`config.mk`:
```
export PLATFORM = sky130hd
export DESIGN_NAME = bram_capture_ctrl
export DESIGN_NICKNAME = d
export VERILOG_FILES = /design/src/rtl/bram_capture_ctrl.sv
export SDC_FILE = /design/constraint.sdc
export NUM_CORES = 1
export LEC_CHECK = 0
export CORE_MARGIN = 2
export CORE_UTILIZATION = 45
export DETAILED_ROUTE_END_ITERATION = 6
export HOLD_SLACK_MARGIN = 0.03
export PLACE_DENSITY = 0.8
export SLEW_MARGIN = 20
export SYNTH_ARGS = -nofsm -noshare
export SYNTH_HDL_FRONTEND = slang
export SYNTH_SLANG_ARGS = --single-unit
```
`constraint.sdc`:
```
create_clock -name clk -period 2.7 [get_ports clk]
set_input_delay 0.675 -clock clk [delete_from_list [all_inputs] [get_ports clk]]
set_output_delay 0.675 -clock clk [all_outputs]
set_load 0.05 [all_outputs]
```
`src/rtl/bram_capture_ctrl.sv`:
```
// Write-side sequencer for the 64-bit capture BRAM: arm, wait for trigger, write N samples, flag done.
// Optional decimation is built only when BRAM_CAPTURE_DECIM_EN is defined.
//
// state   | meaning
// IDLE    | waiting for arm
// ARMED   | run parameters latched, waiting for trig
// CAPTURE | accepting samples into consecutive addresses
// DONE    | target reached, buffer ready for readout
module bram_capture_ctrl #(
  parameter int DEPTH   = 16384,
  parameter int AW      = 14,
  parameter int DECIM_W = 16
) (
  input  logic               clk,
  input  logic               rst_n,
  input  logic               arm,
  input  logic               abort,
  input  logic               trig,
  input  logic [AW:0]        n_samples,
  input  logic [DECIM_W-1:0] decim,
  input  logic               sample_valid,
  input  logic [63:0]        sample_in,
  output logic               we,
  output logic [AW-1:0]      waddr,
  output logic [63:0]        wdata,
  output logic               armed,
  output logic               busy,
  output logic               done,
  output logic [AW:0]        wr_count
);

  typedef enum logic [1:0] {S_IDLE, S_ARMED, S_CAPTURE, S_DONE} state_t;

  localparam logic [AW:0] DEPTH_V = (AW+1)'(DEPTH);

  state_t           state_q, state_d;
  logic [AW-1:0]    addr_q, addr_d;
  logic [AW:0]      wr_count_q, wr_count_d;
  logic [AW:0]      target_q, target_d;
  logic             we_q, we_d;
  logic [AW-1:0]    waddr_q, waddr_d;
  logic [63:0]      wdata_q, wdata_d;
  logic             start;
  logic             accept;
  logic             last;

  assign start = arm && !abort && ((state_q == S_IDLE) || (state_q == S_DONE));

`ifdef BRAM_CAPTURE_DECIM_EN
  logic [DECIM_W-1:0] decim_q, decim_d;
  logic [DECIM_W-1:0] dcnt_q, dcnt_d;

  // Counter is cleared on arm, so the first valid sample of a run is always taken.
  always_comb begin
    accept  = (state_q == S_CAPTURE) && sample_valid && (dcnt_q == '0);
    decim_d = decim_q;
    dcnt_d  = dcnt_q;
    if (start) begin
      decim_d = decim;
      dcnt_d  = '0;
    end else if ((state_q == S_CAPTURE) && sample_valid) begin
      dcnt_d = accept ? decim_q : (dcnt_q - DECIM_W'(1));
    end
  end

  always_ff @(posedge clk) begin
    if (!rst_n) begin
      decim_q <= '0;
      dcnt_q  <= '0;
    end else begin
      decim_q <= decim_d;
      dcnt_q  <= dcnt_d;
    end
  end
`else
  logic decim_unused;
  assign decim_unused = ^decim;

  always_comb begin
    accept = (state_q == S_CAPTURE) && sample_valid;
  end
`endif

  always_comb begin
    state_d    = state_q;
    addr_d     = addr_q;
    wr_count_d = wr_count_q;
    target_d   = target_q;
    we_d       = 1'b0;
    waddr_d    = waddr_q;
    wdata_d    = wdata_q;
    last       = accept && ((wr_count_q + (AW+1)'(1)) == target_q);

    if (start) begin
      addr_d     = '0;
      wr_count_d = '0;
      target_d   = ((n_samples == '0) || (n_samples > DEPTH_V)) ? DEPTH_V : n_samples;
    end

    // An accept in the abort cycle still commits its write.
    if (accept) begin
      we_d       = 1'b1;
      waddr_d    = addr_q;
      wdata_d    = sample_in;
      addr_d     = addr_q + AW'(1);
      wr_count_d = wr_count_q + (AW+1)'(1);
    end

    unique case (state_q)
      S_IDLE, S_DONE: if (start) state_d = S_ARMED;
      S_ARMED:        if (trig)  state_d = S_CAPTURE;
      S_CAPTURE:      if (last)  state_d = S_DONE;
      default:                   state_d = S_IDLE;
    endcase

    if (abort) state_d = S_IDLE;
  end

  always_ff @(posedge clk) begin
    if (!rst_n) begin
      state_q    <= S_IDLE;
      addr_q     <= '0;
      wr_count_q <= '0;
      target_q   <= '0;
      we_q       <= 1'b0;
      waddr_q    <= '0;
      wdata_q    <= '0;
    end else begin
      state_q    <= state_d;
      addr_q     <= addr_d;
      wr_count_q <= wr_count_d;
      target_q   <= target_d;
      we_q       <= we_d;
      waddr_q    <= waddr_d;
      wdata_q    <= wdata_d;
    end
  end

  assign we       = we_q;
  assign waddr    = waddr_q;
  assign wdata    = wdata_q;
  assign wr_count = wr_count_q;
  assign armed    = (state_q == S_ARMED);
  assign busy     = (state_q == S_ARMED) || (state_q == S_CAPTURE);
  assign done     = (state_q == S_DONE);

endmodule

```
; ---- Word-level counts from Yosys, hierarchy flattened
; Cells that the tools add are included.
[totals]
latch_bits = 0
ramBits = 0
register_bits = 125
wordCells = 42
mem_count = 0
out_inout_bits = 97
inputBits = 101
rom_bits = 0
[op_classes]
div_mod_pow = 0
n_eq_ne = 7
shifts = 0
reduce_logical = 14
muxes = 10
order_cmp = 1
n_mul = 0
addsub = 2
bitwise_logic = 1
[ops]
columns = cell, n
row1 = two-way mux 15 bit, 3
row2 = two-way mux 14 bit, 2
row3 = adder 15 x 1 -> 15 bit (second input constant), 1
row4 = equality test 15 bit, 1
row5 = > comparator 15 bit (second input constant), 1
row6 = zero test 15 bit, 1
row7 = adder 14 x 1 -> 14 bit (second input constant), 1
row8 = two-way mux 2 bit, 3
row9 = inequality test 2 bit (second input constant), 3
row10 = case mux 2 bit (3 select lines), 1
row11 = equality test 2 bit (second input constant), 2
row12 = logical AND 1 bit, 4
row13 = OR reduction 2 bit, 2
row14 = logical OR 1 bit, 3
row15 = AND reduction 3 bit, 1
row16 = equality test 2 x 1 -> 1 bit (second input constant), 1
row17 = zero test 2 bit, 1
row18 = nonzero test 2 bit, 1
row19 = zero test 1 bit, 1
row20 = two-way mux 1 bit, 1
row21 = inverter 1 bit, 1

; ---- Longest topological paths before layout
[depth]
depth_word = 5
ltp_mapped = 10

; ---- Worst setup path after synthesis
; No wires, ideal clock.
[synth_path]
path_type = reg-to-reg
from = register wr_count_q[0] (netlist: wr_count[0])
to = register state_q[1]
t_required_ns = 2.584
synth_period_minus_slack_ns = 2.827
path_stages_with_launch = 11
arrival_ns = 2.712
setup_ns = 0.116
path_slack_ns = -0.127
path_cell_list = dfxtp_1 ha_1 and4_4 buf_6 and3_4 buf_6 nand4_1 a2111oi_2 a41oi_2 nand2b_4 a31o_1
[synth_via]
elab_chain_len = 5
[synth_lines]
columns = element, line_no
row1 = from (decl), 38  ; logic [AW:0] wr_count_q, wr_count_d;
row2 = from (signal assigned), 131  ; wr_count_q <= wr_count_d;
row3 = adder 15 x 1 -> 15 bit, 92  ; last = accept && ((wr_count_q + (AW+1)'(1)) == target_q);
row4 = equality test 15 bit, 92
row5 = logical AND 1 bit, 92
row6 = inequality test 2 bit (no line), -
row7 = AND reduction 3 bit (no line), -
row8 = to (signal assigned), 129  ; state_q <= state_d;
row9 = to (decl), 36  ; state_t state_q, state_d;
; No other way between the ends.
; A chain may end at the register's enable or synchronous reset.

; ---- Final worst setup path
[layout_path]
from = input port trig
to = register state_q[1]
[layout_via]
elab_chain_len = 2
[layout_lines]
columns = element, line_no
row1 = from (decl), 18  ; input logic trig,
row2 = inequality test 2 bit (no line), -
row3 = AND reduction 3 bit (no line), -
; No other way between the ends.

==> impl_metrics.toml <==
[run_status]
status = "finished clean"

[final_layout]
final_layout_size_suffix_gt1_share_pct = 7.94
final_nets = 963
stdcell_area_um2 = 7960
fin_util_pct = 67.1
antenna_cells = 0
n_fill_cell = 941
syn_to_final_growth_pct = 47.3

[global_route]
grt_pass1_vias = 5106
grt-ovfl-total = 0
grt_pass1_wl_um = 24100
antenna_found_initial = 0
grt.total_usage_pct = 22.9
grt_max_degree = 56

[synthesis]
async_flop_share_pct = 0
synth_cells = 689
synth_ff_type = "dfxtp_1"
seq_area_frac_synth_pct = 46.3
syn_nets = 796
synth_edf_count = 0
ys_ff_latch = 125
ys_top_cells_by_area = "dfxtp_1, nand2_1, a21oi_1"
syn_avg_cell_area_um2 = 7.84
netlist.area_leader.share_pct = 46.3
yosysWarningCount = 0
synth_area_leader_cell = "dfxtp_1"
synth.distinct_cells = 61
synth_area_um2 = 5400

[critical_path]
reg2reg_to = "state_q[1]"
critical-path-top-delay-family = "compound AO/OA/AOI/OAI gates"
arrival_ns = 2.88
crit_path_end_kind = "flip-flop"
crit_type = "input port to flip-flop"
critPathLaunchType = "input port"
cp.depth = 8
slowest_stage = "clkdlybuf4s50_1"
worstPathMaxFanout = 3
r2r-start = "wr_count[8]"
slowest_delay_ns = 0.45
crit_buf_inv = 1
cp_cell_sequence = "clkdlybuf4s50_1, and2b_2, a311oi_1, nand4_1, a2111oi_2, a41oi_2, nor4_1, a31o_1"
reg2regPathDepth = 7
rrSetupSlack_ns = 0.19
critPathRequiredTime_ns = 3.05

[hold_path]
hold_end = "waddr[0]"
holdCritStartpoint = "waddr[0]"
min_path_cells = 2
hp-class = "flip-flop to flip-flop"

[routing]
avgRoutedWirePerCell_um = 14.6
via_count = 5400
drc_errors = 0
viasPerCell = 5.31
wl_met2_um = 6770
routed_wirelength_um = 14800
m1WireLength_um = 6520
drt_iter0_markers = 257
highest_layer = "met4"
ant_nets = 0
firstDrtPassIters = 5
wl_met3_um = 1310

[floorplanning]
die_height_um = 114
core_um2 = 11900
die_w_um = 114
start_util_pct = 45.5
dieArea_um2 = 12900
rows = 40
ios = 198

[clock_network]
cts_buffers = 17
cts.path.max_buffers = 2
tritoncts = "yes"
path_clk_slew_ns = 0.05
clk_latency_ns = 0.41
cts_max_level = 4
cts.sinks = 125
clockRootBuffer = "clkbuf_16"

[sta]
period_needed_ns = 2.53
fin_worst_skew_ns = 0.00650
worst_pin_slew_ns = 0.533
slew_headroom_pct = 64.3
fin_hold_ws_ns = 0.452
final-max-slew-violation-count = 0
setup_viol = 0
fmax_mhz = 395
hold_viol = 0
rsz0062_at_grt = "false"
period_share_pct = 93.7

[placement]
place_congestion = 0.866
place_area_um2 = 7310
hpwl_um = 10500
portBuffers = 181

[power_and_ir_drop]
peakVddDrop_mv = 0.373
internal_power_mw = 3.74
power_density_nw_per_um2 = 600
p_clk_share_pct = 52.1
total_power_mw = 4.77
switching_share_pct = 21.5
p_comb_share_pct = 8.3
power_frac_seq_pct = 39.5
switching_power_mw = 1.03
p_leak_nw = 2.80

[job]
cap_viol_max_count = 0
## sequential cells by signal, summed over array words and instances (netlist names)
signal    cells
state_q       2
we            1
waddr        14
wdata        64
wr_count     15
target_q     15
addr_q       14
## placed cells by master, fill, tap and decap left out, types with 7 or more instances in the layout
| cell | count |
|---|---|
| clkdlybuf4s50_1 | 180 |
| a22oi_1 | 11 |
| nand4_1 | 7 |
| and3_1 | 8 |
| nor3_1 | 9 |
| xnor2_1 | 10 |
| o21ai_0 | 18 |
| clkbuf_16 | 17 |
| nor4_1 | 7 |
| buf_4 | 17 |
| a21oi_1 | 113 |
| inv_1 | 7 |
| nand3_1 | 14 |
| nor2_1 | 50 |
| dfxtp_1 | 123 |
| nand2_1 | 183 |
## cell families after synthesis
family / Yosys count / share of synthesized area, %
and+or+nand+nor: 308 / 25.4
AOI/OAI and AO/OA: 174 / 18.9
DFF: 125 / 46.3
buffers and inverters: 59 / 5.17
xor gates and xnor gates: 16 / 2.60
adders and majority gates: 6 / 1.39
muxes: 1 / 0.185
## power by group through the flow
stage	logic (mW)	clock network (mW)	registers, mW
6_report	0.398	2.49	1.89
5_1_grt	0.429	2.61	1.89
4_1_cts	0.399	2.53	1.89
3_5_place_dp	0.397	0	1.93
3_3_place_gp	0.390	0	1.92
2_1_floorplan	0.149	0	1.97
## synth_stat cells (3+ instances only)
cell type / count
and3_1: 8
or3_1: 3
a311oi_1: 4
o21ai_0: 18
xor2_1: 6
buf_4: 3
nor2_1: 50
a22oi_1: 11
a21oi_1: 113
buf_6: 4
ha_1: 6
xnor2_1: 10
nor4_1: 7
a31oi_1: 3
nand4_1: 7
nor3_1: 9
nor3b_1: 6
nand3_1: 14
inv_1: 7
clkbuf_1: 40
dfxtp_1: 125
nand2_1: 184
## metal layers
layer / GRT usage, % / vias to the layer above
met5: 0 / -
met4: 8.94 / 0
met3: 7.65 / 18
met2: 37.2 / 202
met1: 28.2 / 2490
li1: - / 2690
## through the flow
step / setup TNS [ns] / std cells / worst slack (ns)
floorplan: 0 / 689 / 0.117
global placement: -0.0866 / 984 / -0.0618
detailed placement: -0.352 / 984 / -0.187
CTS: 0 / 1016 / 0.133
global route: 0 / 1016 / 0.0579
finish: 0 / 1016 / 0.170
## how the worst max path moves through the flow
| stage | to | startpoint | slack [ns] |
|---|---|---|---|
| 5_1_grt | state_q[1] | wr_count[8] | 0.06 |
| 2_1_floorplan | state_q[1] | wr_count[0] | 0.12 |
| 3_5_place_dp | state_q[1] | trig | -0.19 |
| 4_1_cts | wr_count[8] | wr_count[8] | 0.13 |
| 3_3_place_gp | state_q[1] | trig | -0.06 |
| 6_report | state_q[1] | trig | 0.17 |
## worst reg2reg max path, stage by stage (launching register included)
cell and delay (ns):
dfxtp_1 0.56, nand4_4 0.23, or3_1 0.42, a2111o_1 0.44
a22oi_2 0.18, a41oi_2 0.17, nor4_1 0.32, a31o_1 0.14
## final cells by class
class	instances	area [um2]	area share, %
Multi-Input combinational cell	505	2630	33.0
Sequential cell	125	2500	31.5
Timing Repair Buffer	199	1960	24.6
Clock buffer	21	460	5.79
Clock inverter	11	189	2.37
Tap cell	147	184	2.31
Inverter	8	31.3	0.393
## repair_timing
action | in CTS | in global routing
buffers inserted | 0 | 0
hold buffers | 0 | 0
resized for setup | 1 | 0
endpoints found under the setup margin | 1 | 0
No activity file was read; power rests on OpenSTA's default activity.
